`config.mk`:
```
export PLATFORM = sky130hd
export DESIGN_NAME = clkrst_gen
export DESIGN_NICKNAME = d
export VERILOG_FILES = /design/src/rtl/clkrst_gen_pkg.sv /design/src/rtl/clkrst_gen_sync2.sv /design/src/rtl/clkrst_gen.sv
export SDC_FILE = /design/constraint.sdc
export NUM_CORES = 1
export LEC_CHECK = 0
export BUFFER_PORTS_ARGS = -buffer_cell sky130_fd_sc_hd__buf_4
export CORE_MARGIN = 10
export CORE_UTILIZATION = 40
export DETAILED_ROUTE_END_ITERATION = 10
export PLACE_DENSITY = 0.66
export SYNTH_ARGS = -nofsm -noshare
export SYNTH_HDL_FRONTEND = slang
export SYNTH_SLANG_ARGS = --single-unit
```
`constraint.sdc`:
```
create_clock -name clk_in -period 1.88 [get_ports clk_in]
set_input_delay 0.376 -clock clk_in [delete_from_list [all_inputs] [get_ports clk_in]]
set_output_delay 0.376 -clock clk_in [all_outputs]
set_load 0.01 [all_outputs]
```
`src/rtl/clkrst_gen_pkg.sv`:
```
// Shared types for the clock/reset generator: sequencer states and reset-cause codes.
// Latency: none (declarations only).
// Backpressure: none.
package clkrst_gen_pkg;

  typedef enum logic [1:0] {
    WAIT_LOCK = 2'b00,
    HOLD      = 2'b01,
    RUN       = 2'b10
  } state_t;

  localparam logic [1:0] CAUSE_POR = 2'b00;
  localparam logic [1:0] CAUSE_PLL = 2'b01;
  localparam logic [1:0] CAUSE_SW  = 2'b10;

  // Number of clk_in cycles per sys_clk half period.
  function automatic int half_div(input int osc, input int cpu);
    return (osc / cpu) / 2;
  endfunction

endpackage

```
`src/rtl/clkrst_gen_sync2.sv`:
```
// Two-flop synchronizer for a single level signal into the clk_in domain.
// Latency: 2 clk_in cycles from d to q.
// Backpressure: none; q simply follows d after the delay.
module sync2 (
  input  logic clk_in,
  input  logic b_reset,
  input  logic d,
  output logic q
);

  logic meta;

  // Two-stage capture; both stages clear asynchronously on reset.
  always_ff @(posedge clk_in or negedge b_reset) begin
    if (!b_reset) begin
      meta <= 1'b0;
      q    <= 1'b0;
    end else begin
      meta <= d;
      q    <= meta;
    end
  end

endmodule

```
`src/rtl/clkrst_gen.sv`:
```
// CPU clock divider plus reset sequencer driven by PLL lock, button and software requests.
// Latency: reset release 2 clk_in cycles; lock changes seen after 2 cycles; sys_res moves on sys_clk rises.
// Backpressure: none; sw_reset_req is sampled only on sys_clk rise edges while running.
module clkrst_gen
  import clkrst_gen_pkg::*;
#(
  parameter int OSC_CLOCK  = 24000000,
  parameter int CPU_CLOCK  = 3000000,
  parameter int RESET_HOLD = 4
) (
  input  logic       clk_in,
  input  logic       b_reset,
  input  logic       pll_locked,
  input  logic       sw_reset_req,
  output logic       sys_clk,
  output logic       sys_clk_rise,
  output logic       sys_res,
  output logic [1:0] res_cause
);

  // OSC_CLOCK/CPU_CLOCK must be an even integer >= 2, so P is at least 1.
  localparam int P    = half_div(OSC_CLOCK, CPU_CLOCK);
  localparam int CW   = (P > 1) ? $clog2(P) : 1;
  localparam logic [CW-1:0] LAST = CW'(P - 1);

  logic          rst_sync;
  logic          lock_sync;
  logic [CW-1:0] div_cnt;
  logic          rise_nxt;
  state_t        state;
  logic [7:0]    hold_cnt;

  // Reset asserts asynchronously but releases only after two clk_in edges.
  sync2 u_rst_sync (
    .clk_in  (clk_in),
    .b_reset (b_reset),
    .d       (1'b1),
    .q       (rst_sync)
  );

  // PLL lock comes from another clock region and is retimed before use.
  sync2 u_lock_sync (
    .clk_in  (clk_in),
    .b_reset (rst_sync),
    .d       (pll_locked),
    .q       (lock_sync)
  );

  // True on the edge at which sys_clk goes high; the sequencer steps on this
  // same edge so sys_res changes together with the sys_clk_rise pulse.
  assign rise_nxt = (div_cnt == LAST) && !sys_clk;

  // Free-running divider: toggles sys_clk every P clk_in cycles in every state.
  always_ff @(posedge clk_in or negedge rst_sync) begin
    if (!rst_sync) begin
      div_cnt      <= '0;
      sys_clk      <= 1'b0;
      sys_clk_rise <= 1'b0;
    end else begin
      sys_clk_rise <= rise_nxt;
      if (div_cnt == LAST) begin
        div_cnt <= '0;
        sys_clk <= ~sys_clk;
      end else begin
        div_cnt <= div_cnt + CW'(1);
      end
    end
  end

  // Reset sequencer: lock loss wins on any cycle; everything else steps on sys_clk rises.
  always_ff @(posedge clk_in or negedge rst_sync) begin
    if (!rst_sync) begin
      state     <= WAIT_LOCK;
      hold_cnt  <= '0;
      sys_res   <= 1'b1;
      res_cause <= CAUSE_POR;
    end else if (!lock_sync) begin
      // Only a drop out of HOLD/RUN is a PLL reset; waiting at power-on keeps the old cause.
      if (state != WAIT_LOCK) res_cause <= CAUSE_PLL;
      state    <= WAIT_LOCK;
      hold_cnt <= '0;
      if (rise_nxt) sys_res <= 1'b1;
    end else if (rise_nxt) begin
      case (state)
        WAIT_LOCK: begin
          state    <= HOLD;
          hold_cnt <= 8'(RESET_HOLD);
          sys_res  <= 1'b1;
        end
        HOLD: begin
          if (hold_cnt == 8'd0) begin
            state   <= RUN;
            sys_res <= 1'b0;
          end else begin
            hold_cnt <= hold_cnt - 8'd1;
            sys_res  <= 1'b1;
          end
        end
        RUN: begin
          if (sw_reset_req) begin
            state     <= HOLD;
            hold_cnt  <= 8'(RESET_HOLD);
            res_cause <= CAUSE_SW;
            sys_res   <= 1'b1;
          end else begin
            sys_res <= 1'b0;
          end
        end
        default: begin
          state   <= WAIT_LOCK;
          sys_res <= 1'b1;
        end
      endcase
    end
  end

endmodule
```
==> impl_results.html, run 1 <==
<table>
<tr><th>Metric</th><th>Value</th></tr>
<tr><th colspan="2">Run status</th></tr>
<tr><td>Status</td><td>completed</td></tr>
<tr><th colspan="2">Critical path</th></tr>
<tr><td>Type of the worst setup path</td><td>reg2reg</td></tr>
<tr><td>Worst stage delay on the critical path</td><td>0.45 ns</td></tr>
<tr><td>CP Max Fanout</td><td>5</td></tr>
<tr><td>Number of cells traversed by the worst register-to-register path</td><td>5</td></tr>
<tr><td>Startpoint Class</td><td>register</td></tr>
<tr><td>Worst setup EP type</td><td>register</td></tr>
<tr><td>Internal reg-to-reg setup slack</td><td>0.11 ns</td></tr>
<tr><td>Master of the slowest instance on the critical path</td><td>sky130_fd_sc_hd__dfrtp_1</td></tr>
<tr><td>RR Startpoint</td><td>state[1]$_DFFE_PN0P_</td></tr>
<tr><td>Required time of the worst setup path</td><td>2.08 ns</td></tr>
<tr><td>CP arrival</td><td>between 1.5 and 2 ns</td></tr>
<tr><td>Worst flop-to-flop path endpoint</td><td>hold_cnt[1]$_DFFE_PN0P_</td></tr>
<tr><td>Ordered cell list for the critical path</td><td>ha_1, nor2b_1, or3_4, o21ai_4, mux2_4</td></tr>
<tr><th colspan="2">Place</th></tr>
<tr><td>Post-Place Setup Slack</td><td>between 0.05 and 0.06 ns</td></tr>
<tr><td>Placed cell areas</td><td>~1200 um2</td></tr>
<tr><td>Sum of net half-perimeters after detailed placement</td><td>1.48 mm</td></tr>
<tr><td>IO buf count</td><td>8</td></tr>
<tr><td>GP Congestion</td><td>0.849</td></tr>
<tr><th colspan="2">Pwr</th></tr>
<tr><td>Leakage power figure</td><td>0.642 nW</td></tr>
<tr><td>Power Dens Cells</td><td>about 570 nW/um2</td></tr>
<tr><td>Maximum VDD drop</td><td>0.000443 V</td></tr>
<tr><th colspan="2">Clocking</th></tr>
<tr><td>CTS clk-pin slew, worst paths</td><td>0.12 ns</td></tr>
<tr><td>Clock tree from TritonCTS</td><td>done</td></tr>
<tr><td>Maximum buffer depth of the clock tree</td><td>2</td></tr>
<tr><td>Clock latency of the later-clocked register in the worst-skew pair</td><td>about 0.31 ns</td></tr>
<tr><td>Clock sinks</td><td>21</td></tr>
<tr><td>Clock buffers created by TritonCTS</td><td>3</td></tr>
<tr><td>Library cell used as clock root buffer</td><td>sky130_fd_sc_hd__clkbuf_4</td></tr>
<tr><td>Count of H-tree levels built during CTS</td><td>1</td></tr>
<tr><th colspan="2">Synth</th></tr>
<tr><td>Number of cells produced by synthesis</td><td>103</td></tr>
<tr><td>Mean area per synthesized cell</td><td>10.5 um2</td></tr>
<tr><td>Mapped Area</td><td>1080 um2</td></tr>
<tr><td>Synth Warn #</td><td>0</td></tr>
<tr><td>Yosys top cell area share</td><td>0.465</td></tr>
<tr><td>Count of cell types in the netlist</td><td>35</td></tr>
<tr><td>Area contributors post-synth</td><td>sky130_fd_sc_hd__dfrtp_1 (46%), sky130_fd_sc_hd__ha_1 (8.1%), sky130_fd_sc_hd__nand2_1 (3.8%), sky130_fd_sc_hd__nor3_1 (3.7%), sky130_fd_sc_hd__a21oi_1 (2.8%)</td></tr>
<tr><td>Fraction of the yosys area taken by sequential cells</td><td>0.489</td></tr>
<tr><td>Synthesized Nets</td><td>approximately 110</td></tr>
<tr><td>Seq cells post-synth</td><td>21</td></tr>
<tr><td>Yosys top cell by area</td><td>sky130_fd_sc_hd__dfrtp_1</td></tr>
<tr><td>Flip-flop cell with the highest count after synthesis</td><td>sky130_fd_sc_hd__dfrtp_1</td></tr>
<tr><td>Count of flip-flops with a built-in enable after synthesis</td><td>0</td></tr>
<tr><td>Ys async rst share</td><td>1.00</td></tr>
<tr><th colspan="2">Layout</th></tr>
<tr><td>Diode count</td><td>0</td></tr>
<tr><td>Share of post-route cells with drive strength above 1</td><td>0.294</td></tr>
<tr><td>Number of nets in the layout</td><td>about 140</td></tr>
<tr><td>Area of all placed cells without fillers</td><td>about 1300 um2</td></tr>
<tr><td>Area grow syn2layout</td><td>22.0%</td></tr>
<tr><th colspan="2">Drt</th></tr>
<tr><td>Pre-Repair DR Iteration Count</td><td>4</td></tr>
<tr><td>Via count</td><td>818</td></tr>
<tr><td>DRC violation total after the first TritonRoute iteration</td><td>82</td></tr>
<tr><td>Average via count per standard cell</td><td>5.24</td></tr>
<tr><td>Remaining routing DRC violations</td><td>0</td></tr>
<tr><td>WL final</td><td>roughly 2 mm</td></tr>
<tr><td>Post-detailed-route wirelength per cell</td><td>between 10 and 15 um</td></tr>
<tr><td>Count of antenna-violating nets left after detailed routing</td><td>0</td></tr>
<tr><th colspan="2">STA</th></tr>
<tr><td>Worst Slack Setup Final</td><td>0.106 ns</td></tr>
<tr><td>Fin crit share</td><td>0.944</td></tr>
<tr><td>Slew Viols, Final</td><td>0</td></tr>
<tr><td>Setup Viol. Count Final</td><td>0</td></tr>
<tr><td>Min Tclk post-route</td><td>1.77 ns</td></tr>
<tr><td>Max-slew headroom</td><td>0.508</td></tr>
<tr><td>Worst-Margin Slew</td><td>0.737 ns</td></tr>
<tr><td>Post-route clock skew</td><td>0.00733 ns</td></tr>
<tr><td>Fin. Hold Viols</td><td>0</td></tr>
<tr><td>Fmax achieved</td><td>564 MHz</td></tr>
<tr><th colspan="2">Worst hold path</th></tr>
<tr><td>Worst hold path depth</td><td>1</td></tr>
<tr><td>Hold Crit Endpoint</td><td>u_lock_sync.meta$_DFF_PN0_</td></tr>
<tr><td>Startpoint of the worst hold path</td><td>pll_locked</td></tr>
<tr><td>Tightest Hold Check Type</td><td>in2reg</td></tr>
<tr><th colspan="2">Die</th></tr>
<tr><td>Number of placed I/O pins</td><td>9</td></tr>
<tr><td>Vertical die dimension</td><td>around 72 um</td></tr>
<tr><td>Core ar.</td><td>2520 um2</td></tr>
<tr><td>Initial Util</td><td>0.427</td></tr>
<tr><td>Die ar.</td><td>~5200 um2</td></tr>
<tr><td>Number of placement rows</td><td>18</td></tr>
<tr><td>Die W</td><td>slightly above 70 um</td></tr>
<tr><th colspan="2">Run</th></tr>
<tr><td>Number of maximum-capacitance violations</td><td>0</td></tr>
<tr><th colspan="2">GRT</th></tr>
<tr><td>Initial antenna violation count</td><td>0</td></tr>
<tr><td>Global routing usage summed across all routing layers</td><td>0.0808</td></tr>
<tr><td>Number of global-route vias before repair</td><td>828</td></tr>
<tr><td>Pin count of the biggest net entering global routing</td><td>20</td></tr>
<tr><td>Overflow left after global routing</td><td>0</td></tr>
<tr><td>First-pass GRT wire length</td><td>~3.5 mm</td></tr>
</table>
==> per-layer routing <==
metal	share of wire	GRT usage	vias to the layer above
met5	0	0	-
met4	0.010	0.0194	0
li1	-	-	407
met1	0.48	0.0969	395
met2	0.46	0.130	14
met3	0.049	0.0340	2
==> cell type report <==
type / instances / area [um2]
Clock buffer: 3 / 22.5
Clock inverter: 1 / 7.51
Fill cell: 231 / 1210
Inverter: 5 / 18.8
Multi-Input combinational cell: 75 / 541
Sequential cell: 21 / 527
Tap cell: 30 / 37.5
Timing Repair Buffer: 21 / 160
==> logic make-up after synthesis <==
logic type	count (synthesis)	synth area share
other	1	0.00348
buffers and inverters	7	0.0314
XOR/XNOR	1	0.00813
AND/OR/NAND/NOR	40	0.203
adder cells (fa/ha/maj)	7	0.0813
flip-flops	21	0.489
AO/OA/AOI/OAI	23	0.151
multiplexers	3	0.0325
==> critical path, delay by kind of cell (launching register included) <==
kind | cells | cell delay [ns]
simple gates | 2 | 0.54
mux | 1 | 0.31
fa+ha+maj | 1 | 0.23
flops | 1 | 0.45
compound gates | 1 | 0.15
==> power breakdown <==
group	switching (W)	internal, W	total [W]
logic	0.0000255	0.0000284	0.0000538
registers	0.0000123	0.000460	0.000472
clock network	0.000141	0.0000811	0.000223
==> synthesized netlist by cell type (2+ instances only) <==
| cell | count |
|---|---|
| sky130_fd_sc_hd__nand3_1 | 4 |
| sky130_fd_sc_hd__o21ai_0 | 5 |
| sky130_fd_sc_hd__a31oi_1 | 4 |
| sky130_fd_sc_hd__nand2_1 | 11 |
| sky130_fd_sc_hd__a21oi_1 | 6 |
| sky130_fd_sc_hd__nand2b_1 | 2 |
| sky130_fd_sc_hd__nor2_1 | 6 |
| sky130_fd_sc_hd__ha_1 | 7 |
| sky130_fd_sc_hd__inv_1 | 5 |
| sky130_fd_sc_hd__nor3_1 | 8 |
| sky130_fd_sc_hd__mux2i_1 | 2 |
| sky130_fd_sc_hd__dfrtp_1 | 20 |
==> per-stage QoR <==
step | hold slack, ns | utilization | setup TNS (ns) | total power, W | cells
finish | 0.163 | 0.521 | 0 | 0.000749 | 156
global route | 0.140 | 0.521 | -0.00346 | 0.000788 | 156
CTS | 0.151 | 0.502 | 0 | 0.000758 | 153
detailed placement | 0.159 | 0.487 | 0 | 0.000530 | 148
global placement | 0.158 | 0.487 | 0 | 0.000530 | 148
floorplan | 0.0804 | - | 0 | 0.000507 | 103
==> what timing repair did <==
| item | 4_1_cts | 5_1_grt |
|---|---|---|
| hold buffers | 1 | 0 |
| resized for setup | 0 | 6 |
| endpoints found under the hold margin | 2 | 0 |
| endpoints found under the setup margin | 0 | 9 |
| buffers inserted | 0 | 3 |
==> registers in the layout, summed over array words and instances, names as in the netlist <==
name	count
div_cnt	2
hold_cnt	8
res_cause	2
state	2
sys_clk	1
sys_clk_rise	1
sys_res	1
u_lock_sync.meta	1
u_lock_sync.q	1
u_rst_sync.meta	1
u_rst_sync.q	1
==> cell usage in the layout, fill, tap and decap left out <==
cell / netlist / layout
sky130_fd_sc_hd__a2111oi_4: 0 / 1
sky130_fd_sc_hd__a211oi_1: 1 / 1
sky130_fd_sc_hd__a21bo_2: 1 / 1
sky130_fd_sc_hd__a21boi_2: 0 / 1
sky130_fd_sc_hd__a21oi_1: 6 / 6
sky130_fd_sc_hd__a31oi_1: 4 / 4
sky130_fd_sc_hd__and2_1: 1 / 1
sky130_fd_sc_hd__and3_4: 0 / 1
sky130_fd_sc_hd__buf_4: 0 / 20
sky130_fd_sc_hd__clkbuf_4: 0 / 3
sky130_fd_sc_hd__clkinvlp_4: 0 / 1
sky130_fd_sc_hd__conb_1: 1 / 1
sky130_fd_sc_hd__dfrtp_1: 20 / 20
sky130_fd_sc_hd__dfstp_2: 1 / 1
sky130_fd_sc_hd__dlygate4sd3_1: 0 / 1
sky130_fd_sc_hd__ha_1: 7 / 6
sky130_fd_sc_hd__ha_2: 0 / 1
sky130_fd_sc_hd__inv_1: 5 / 3
sky130_fd_sc_hd__inv_2: 0 / 2
sky130_fd_sc_hd__mux2_4: 1 / 1
sky130_fd_sc_hd__mux2i_1: 2 / 2
sky130_fd_sc_hd__nand2_1: 11 / 11
sky130_fd_sc_hd__nand2b_1: 2 / 2
sky130_fd_sc_hd__nand3_1: 4 / 4
sky130_fd_sc_hd__nand4_1: 1 / 1
sky130_fd_sc_hd__nor2_1: 6 / 6
sky130_fd_sc_hd__nor2b_1: 1 / 1
sky130_fd_sc_hd__nor3_1: 8 / 8
sky130_fd_sc_hd__nor4b_4: 1 / 1
sky130_fd_sc_hd__o211a_1: 1 / 1
sky130_fd_sc_hd__o21a_1: 1 / 1
sky130_fd_sc_hd__o21ai_0: 5 / 5
sky130_fd_sc_hd__o21ai_4: 1 / 1
sky130_fd_sc_hd__o311ai_1: 0 / 1
sky130_fd_sc_hd__or3_1: 1 / 1
sky130_fd_sc_hd__or3_4: 1 / 1
sky130_fd_sc_hd__or3b_2: 1 / 1
sky130_fd_sc_hd__or4_1: 1 / 1
sky130_fd_sc_hd__xor2_1: 1 / 1
==> worst max-delay path by stage <==
stage	from	cells past startpoint	slack [ns]	to
5_1_grt	hold_cnt[1]$_DFFE_PN0P_	8	-0.003	hold_cnt[4]$_DFFE_PN0P_
3_5_place_dp	state[1]$_DFFE_PN0P_	6	0.06	hold_cnt[1]$_DFFE_PN0P_
2_1_floorplan	state[0]$_DFFE_PN0P_	6	0.02	hold_cnt[1]$_DFFE_PN0P_
3_3_place_gp	state[1]$_DFFE_PN0P_	6	0.12	hold_cnt[1]$_DFFE_PN0P_
4_1_cts	state[1]$_DFFE_PN0P_	6	0.03	hold_cnt[1]$_DFFE_PN0P_
6_report	state[1]$_DFFE_PN0P_	5	0.11	hold_cnt[1]$_DFFE_PN0P_
Note: power is estimated with default switching activity, not from simulation.
==> inputs of run 2 (changes only) <==
CORE_MARGIN = unset   (was 10)
==> run 2 against run 1 <==
Net effect:
- wire length up 8.3%
- global-route usage is 8.8 points higher
- combinational power increased by 6.7%
- cell count grew 1.3%
- critical endpoint unchanged
==> impl_results.html, run 2 (same netlist as run 1, synthesis figures left out) <==
<table>
<tr><th>Metric</th><th>Value</th></tr>
<tr><th colspan="2">Run status</th></tr>
<tr><td>Status</td><td>completed</td></tr>
<tr><th colspan="2">STA</th></tr>
<tr><td>Worst Slack Setup Final</td><td>0.0624 ns (-0.0432 ns)</td></tr>
<tr><td>Min Tclk post-route</td><td>1.82 ns (+0.0432 ns)</td></tr>
<tr><td>Worst-Margin Slew</td><td>0.767 ns (+0.0290 ns)</td></tr>
<tr><td>Fmax achieved</td><td>550 MHz (-2.4%)</td></tr>
<tr><td>Post-route clock skew</td><td>0.00110 ns (-0.00623 ns)</td></tr>
<tr><td>Setup Viol. Count Final</td><td>0 (unchanged)</td></tr>
<tr><td>Fin crit share</td><td>0.967 (+0.0230)</td></tr>
<tr><td>Max-slew headroom</td><td>0.489 (-0.0194)</td></tr>
<tr><td>Fin. Hold Viols</td><td>0 (unchanged)</td></tr>
<tr><td>Slew Viols, Final</td><td>0 (unchanged)</td></tr>
<tr><th colspan="2">Place</th></tr>
<tr><td>Post-Place Setup Slack</td><td>0.00401 ns (-0.0543 ns)</td></tr>
<tr><td>GP Congestion</td><td>0.779 (-8.3%)</td></tr>
<tr><td>Instance count after placement with tap cells included</td><td>148 (unchanged)</td></tr>
<tr><td>IO buf count</td><td>8 (unchanged)</td></tr>
<tr><td>Sum of net half-perimeters after detailed placement</td><td>1.45 mm (-2.3%)</td></tr>
<tr><th colspan="2">Critical path</th></tr>
<tr><td>CP Max Fanout</td><td>4 (-1)</td></tr>
<tr><td>Worst setup path startpoint</td><td>state[0]$_DFFE_PN0P_</td></tr>
<tr><td>RR Startpoint</td><td>state[0]$_DFFE_PN0P_</td></tr>
<tr><td>Startpoint Class</td><td>register</td></tr>
<tr><td>Required time of the worst setup path</td><td>2.08 ns (about the same)</td></tr>
<tr><td>Worst setup EP type</td><td>register</td></tr>
<tr><td>CP arrival</td><td>2.02 ns (+0.05 ns)</td></tr>
<tr><td>Type of the worst setup path</td><td>reg2reg</td></tr>
<tr><th colspan="2">Pwr</th></tr>
<tr><td>Leakage power figure</td><td>0.653 nW (+1.7%)</td></tr>
<tr><td>Sequential Power Share</td><td>0.634 (+0.003)</td></tr>
<tr><td>Maximum VDD drop</td><td>0.000394 V (-11%)</td></tr>
<tr><td>Switching power share of the total</td><td>0.236 (-0.00298)</td></tr>
<tr><td>Net Sw Power</td><td>0.000176 W (-1.6%)</td></tr>
<tr><td>Power Dens Cells</td><td>554 nW/um2 (-2.8%)</td></tr>
<tr><td>Part of the power in the clock network</td><td>0.289 (-0.008)</td></tr>
<tr><td>Internal power contribution</td><td>0.000570 W (about the same)</td></tr>
<tr><td>Combinational group share of total power</td><td>0.077 (+0.005)</td></tr>
<tr><th colspan="2">Drt</th></tr>
<tr><td>Via count</td><td>830 (+1.5%)</td></tr>
<tr><td>Remaining routing DRC violations</td><td>0 (unchanged)</td></tr>
<tr><td>Post-detailed-route wirelength per cell</td><td>13.7 um (+6.9%)</td></tr>
<tr><td>Average via count per standard cell</td><td>5.25 (+0.18%)</td></tr>
<tr><td>WL final</td><td>2.17 mm (+8.3%)</td></tr>
<tr><td>Pre-Repair DR Iteration Count</td><td>4 (unchanged)</td></tr>
<tr><td>DRC violation total after the first TritonRoute iteration</td><td>8 (-90%)</td></tr>
<tr><td>Count of antenna-violating nets left after detailed routing</td><td>0 (unchanged)</td></tr>
<tr><th colspan="2">GRT</th></tr>
<tr><td>First-pass GRT wire length</td><td>3.43 mm (-1.6%)</td></tr>
<tr><td>Initial antenna violation count</td><td>0 (unchanged)</td></tr>
<tr><td>Global routing usage summed across all routing layers</td><td>0.169 (+0.0883)</td></tr>
<tr><td>Pin count of the biggest net entering global routing</td><td>20 (unchanged)</td></tr>
<tr><td>Overflow left after global routing</td><td>0 (unchanged)</td></tr>
<tr><td>Number of global-route vias before repair</td><td>746 (-9.9%)</td></tr>
<tr><th colspan="2">Die</th></tr>
<tr><td>Number of placed I/O pins</td><td>9 (unchanged)</td></tr>
<tr><td>Initial Util</td><td>0.431 (+0.00385)</td></tr>
<tr><td>Vertical die dimension</td><td>53.9 um (-25%)</td></tr>
<tr><td>Core ar.</td><td>2500 um2 (-0.89%)</td></tr>
<tr><td>Die ar.</td><td>2900 um2 (-44%)</td></tr>
<tr><td>Die W</td><td>53.9 um (-25%)</td></tr>
<tr><td>Number of placement rows</td><td>18 (unchanged)</td></tr>
<tr><th colspan="2">Run</th></tr>
<tr><td>Number of maximum-capacitance violations</td><td>0 (unchanged)</td></tr>
<tr><th colspan="2">Layout</th></tr>
<tr><td>Flip-flop count of the largest register, all copies and words added</td><td>8 (unchanged)</td></tr>
<tr><td>Area grow syn2layout</td><td>25.1%</td></tr>
<tr><td>Most frequent cells in the layout</td><td>sky130_fd_sc_hd__buf_4 (22), sky130_fd_sc_hd__dfrtp_1 (19), sky130_fd_sc_hd__nand2_1 (11)</td></tr>
<tr><td>Most flops, register</td><td>hold_cnt</td></tr>
<tr><td>Count of fill cells added during filler insertion</td><td>225 (-2.6%)</td></tr>
<tr><td>Final std cells w/o fill</td><td>158 (+1.3%)</td></tr>
<tr><td>Diode count</td><td>0 (unchanged)</td></tr>
<tr><td>Number of nets in the layout</td><td>140 (+1.4%)</td></tr>
<tr><td>Share of post-route cells with drive strength above 1</td><td>0.336 (+0.0423)</td></tr>
<tr><td>Commonest non-fill, non-tap cell in the layout</td><td>sky130_fd_sc_hd__buf_4</td></tr>
<tr><th colspan="2">Clocking</th></tr>
<tr><td>CTS clk-pin slew, worst paths</td><td>0.12 ns (about the same)</td></tr>
<tr><td>Clock sinks</td><td>21 (unchanged)</td></tr>
<tr><td>Maximum buffer depth of the clock tree</td><td>2 (unchanged)</td></tr>
<tr><td>Clock buffers created by TritonCTS</td><td>3 (unchanged)</td></tr>
<tr><td>Clock latency of the later-clocked register in the worst-skew pair</td><td>0.30 ns (about the same)</td></tr>
<tr><td>Count of H-tree levels built during CTS</td><td>1 (unchanged)</td></tr>
<tr><td>Clock tree from TritonCTS</td><td>done</td></tr>
<tr><td>Library cell used as clock root buffer</td><td>sky130_fd_sc_hd__clkbuf_4</td></tr>
<tr><th colspan="2">Worst hold path</th></tr>
<tr><td>Startpoint of the worst hold path</td><td>pll_locked</td></tr>
<tr><td>Tightest Hold Check Type</td><td>in2reg</td></tr>
</table>
-- run 2: through the flow --
| stage | TNS (ns) | util | total power [W] | hold WS, ns | area (um2) |
|---|---|---|---|---|---|
| after floorplan | 0 | - | 0.000507 | 0.0804 | 1080 |
| after global routing | -0.0158 | 0.539 | 0.000787 | 0.142 | 1350 |
| after global placement | 0 | 0.491 | 0.000529 | 0.159 | 1230 |
| after detailed placement | 0 | 0.491 | 0.000530 | 0.160 | 1230 |
| final | 0 | 0.539 | 0.000746 | 0.172 | 1350 |
| after CTS | 0 | 0.512 | 0.000750 | 0.160 | 1280 |
-- run 2: cell type report --
| class | instances | area (um2) | share of cell area |
|---|---|---|---|
| Multi-Input combinational cell | 75 | 561 | 0.416 |
| Sequential cell | 21 | 528 | 0.392 |
| Timing Repair Buffer | 23 | 175 | 0.130 |
| Tap cell | 30 | 37.5 | 0.0279 |
| Clock buffer | 3 | 22.5 | 0.0167 |
| Inverter | 5 | 18.8 | 0.0139 |
| Clock inverter | 1 | 5.00 | 0.00371 |
-- run 2: path summary, 6_finish.rpt --
kind                                                   end  slack, ns  cells past startpoint
worst max register to register     hold_cnt[1]$_DFFE_PN0P_       0.06                      6
max in group asynchronous             state[0]$_DFFE_PN0P_       1.03                      0
min in group asynchronous       u_lock_sync.meta$_DFF_PN0_       0.33                      0
worst min register to register  u_lock_sync.meta$_DFF_PN0_       0.33                      0
worst min-delay path            u_lock_sync.meta$_DFF_PN0_       0.17                      1
worst max-delay path               hold_cnt[1]$_DFFE_PN0P_       0.06                      6
-- run 2: worst max-delay path, cell delays in order (launching register included) --
cell,delay [ns]
sky130_fd_sc_hd__dfrtp_2,0.41
sky130_fd_sc_hd__inv_2,0.06
sky130_fd_sc_hd__ha_1,0.22
sky130_fd_sc_hd__nor2b_1,0.16
sky130_fd_sc_hd__or3_4,0.40
sky130_fd_sc_hd__o21ai_4,0.16
sky130_fd_sc_hd__mux2_4,0.31
-- run 2: power groups by stage --
stage	logic, W	clock network, W	registers [W]
after CTS	0.0000504	0.000226	0.000474
final	0.0000574	0.000216	0.000473
after detailed placement	0.0000479	0	0.000482
after floorplan	0.0000256	0	0.000481
after global placement	0.0000471	0	0.000482
after global routing	0.0000629	0.000248	0.000476
-- run 2: what timing repair did --
action,4_1_cts,5_1_grt
gates resized for setup,3,7
buffers inserted,0,5
endpoints found under the hold margin,2,0
cloned,0,0
hold buffers,1,0
endpoints found under the setup margin,2,10
-- run 2: layer usage --
metal  wire length (um)  part of all wire  track usage
met1               1020              0.47        0.225
met2               1090              0.50        0.261
met3                 54             0.025       0.0593
met4                 14            0.0064       0.0395
met5                  0                 0            0
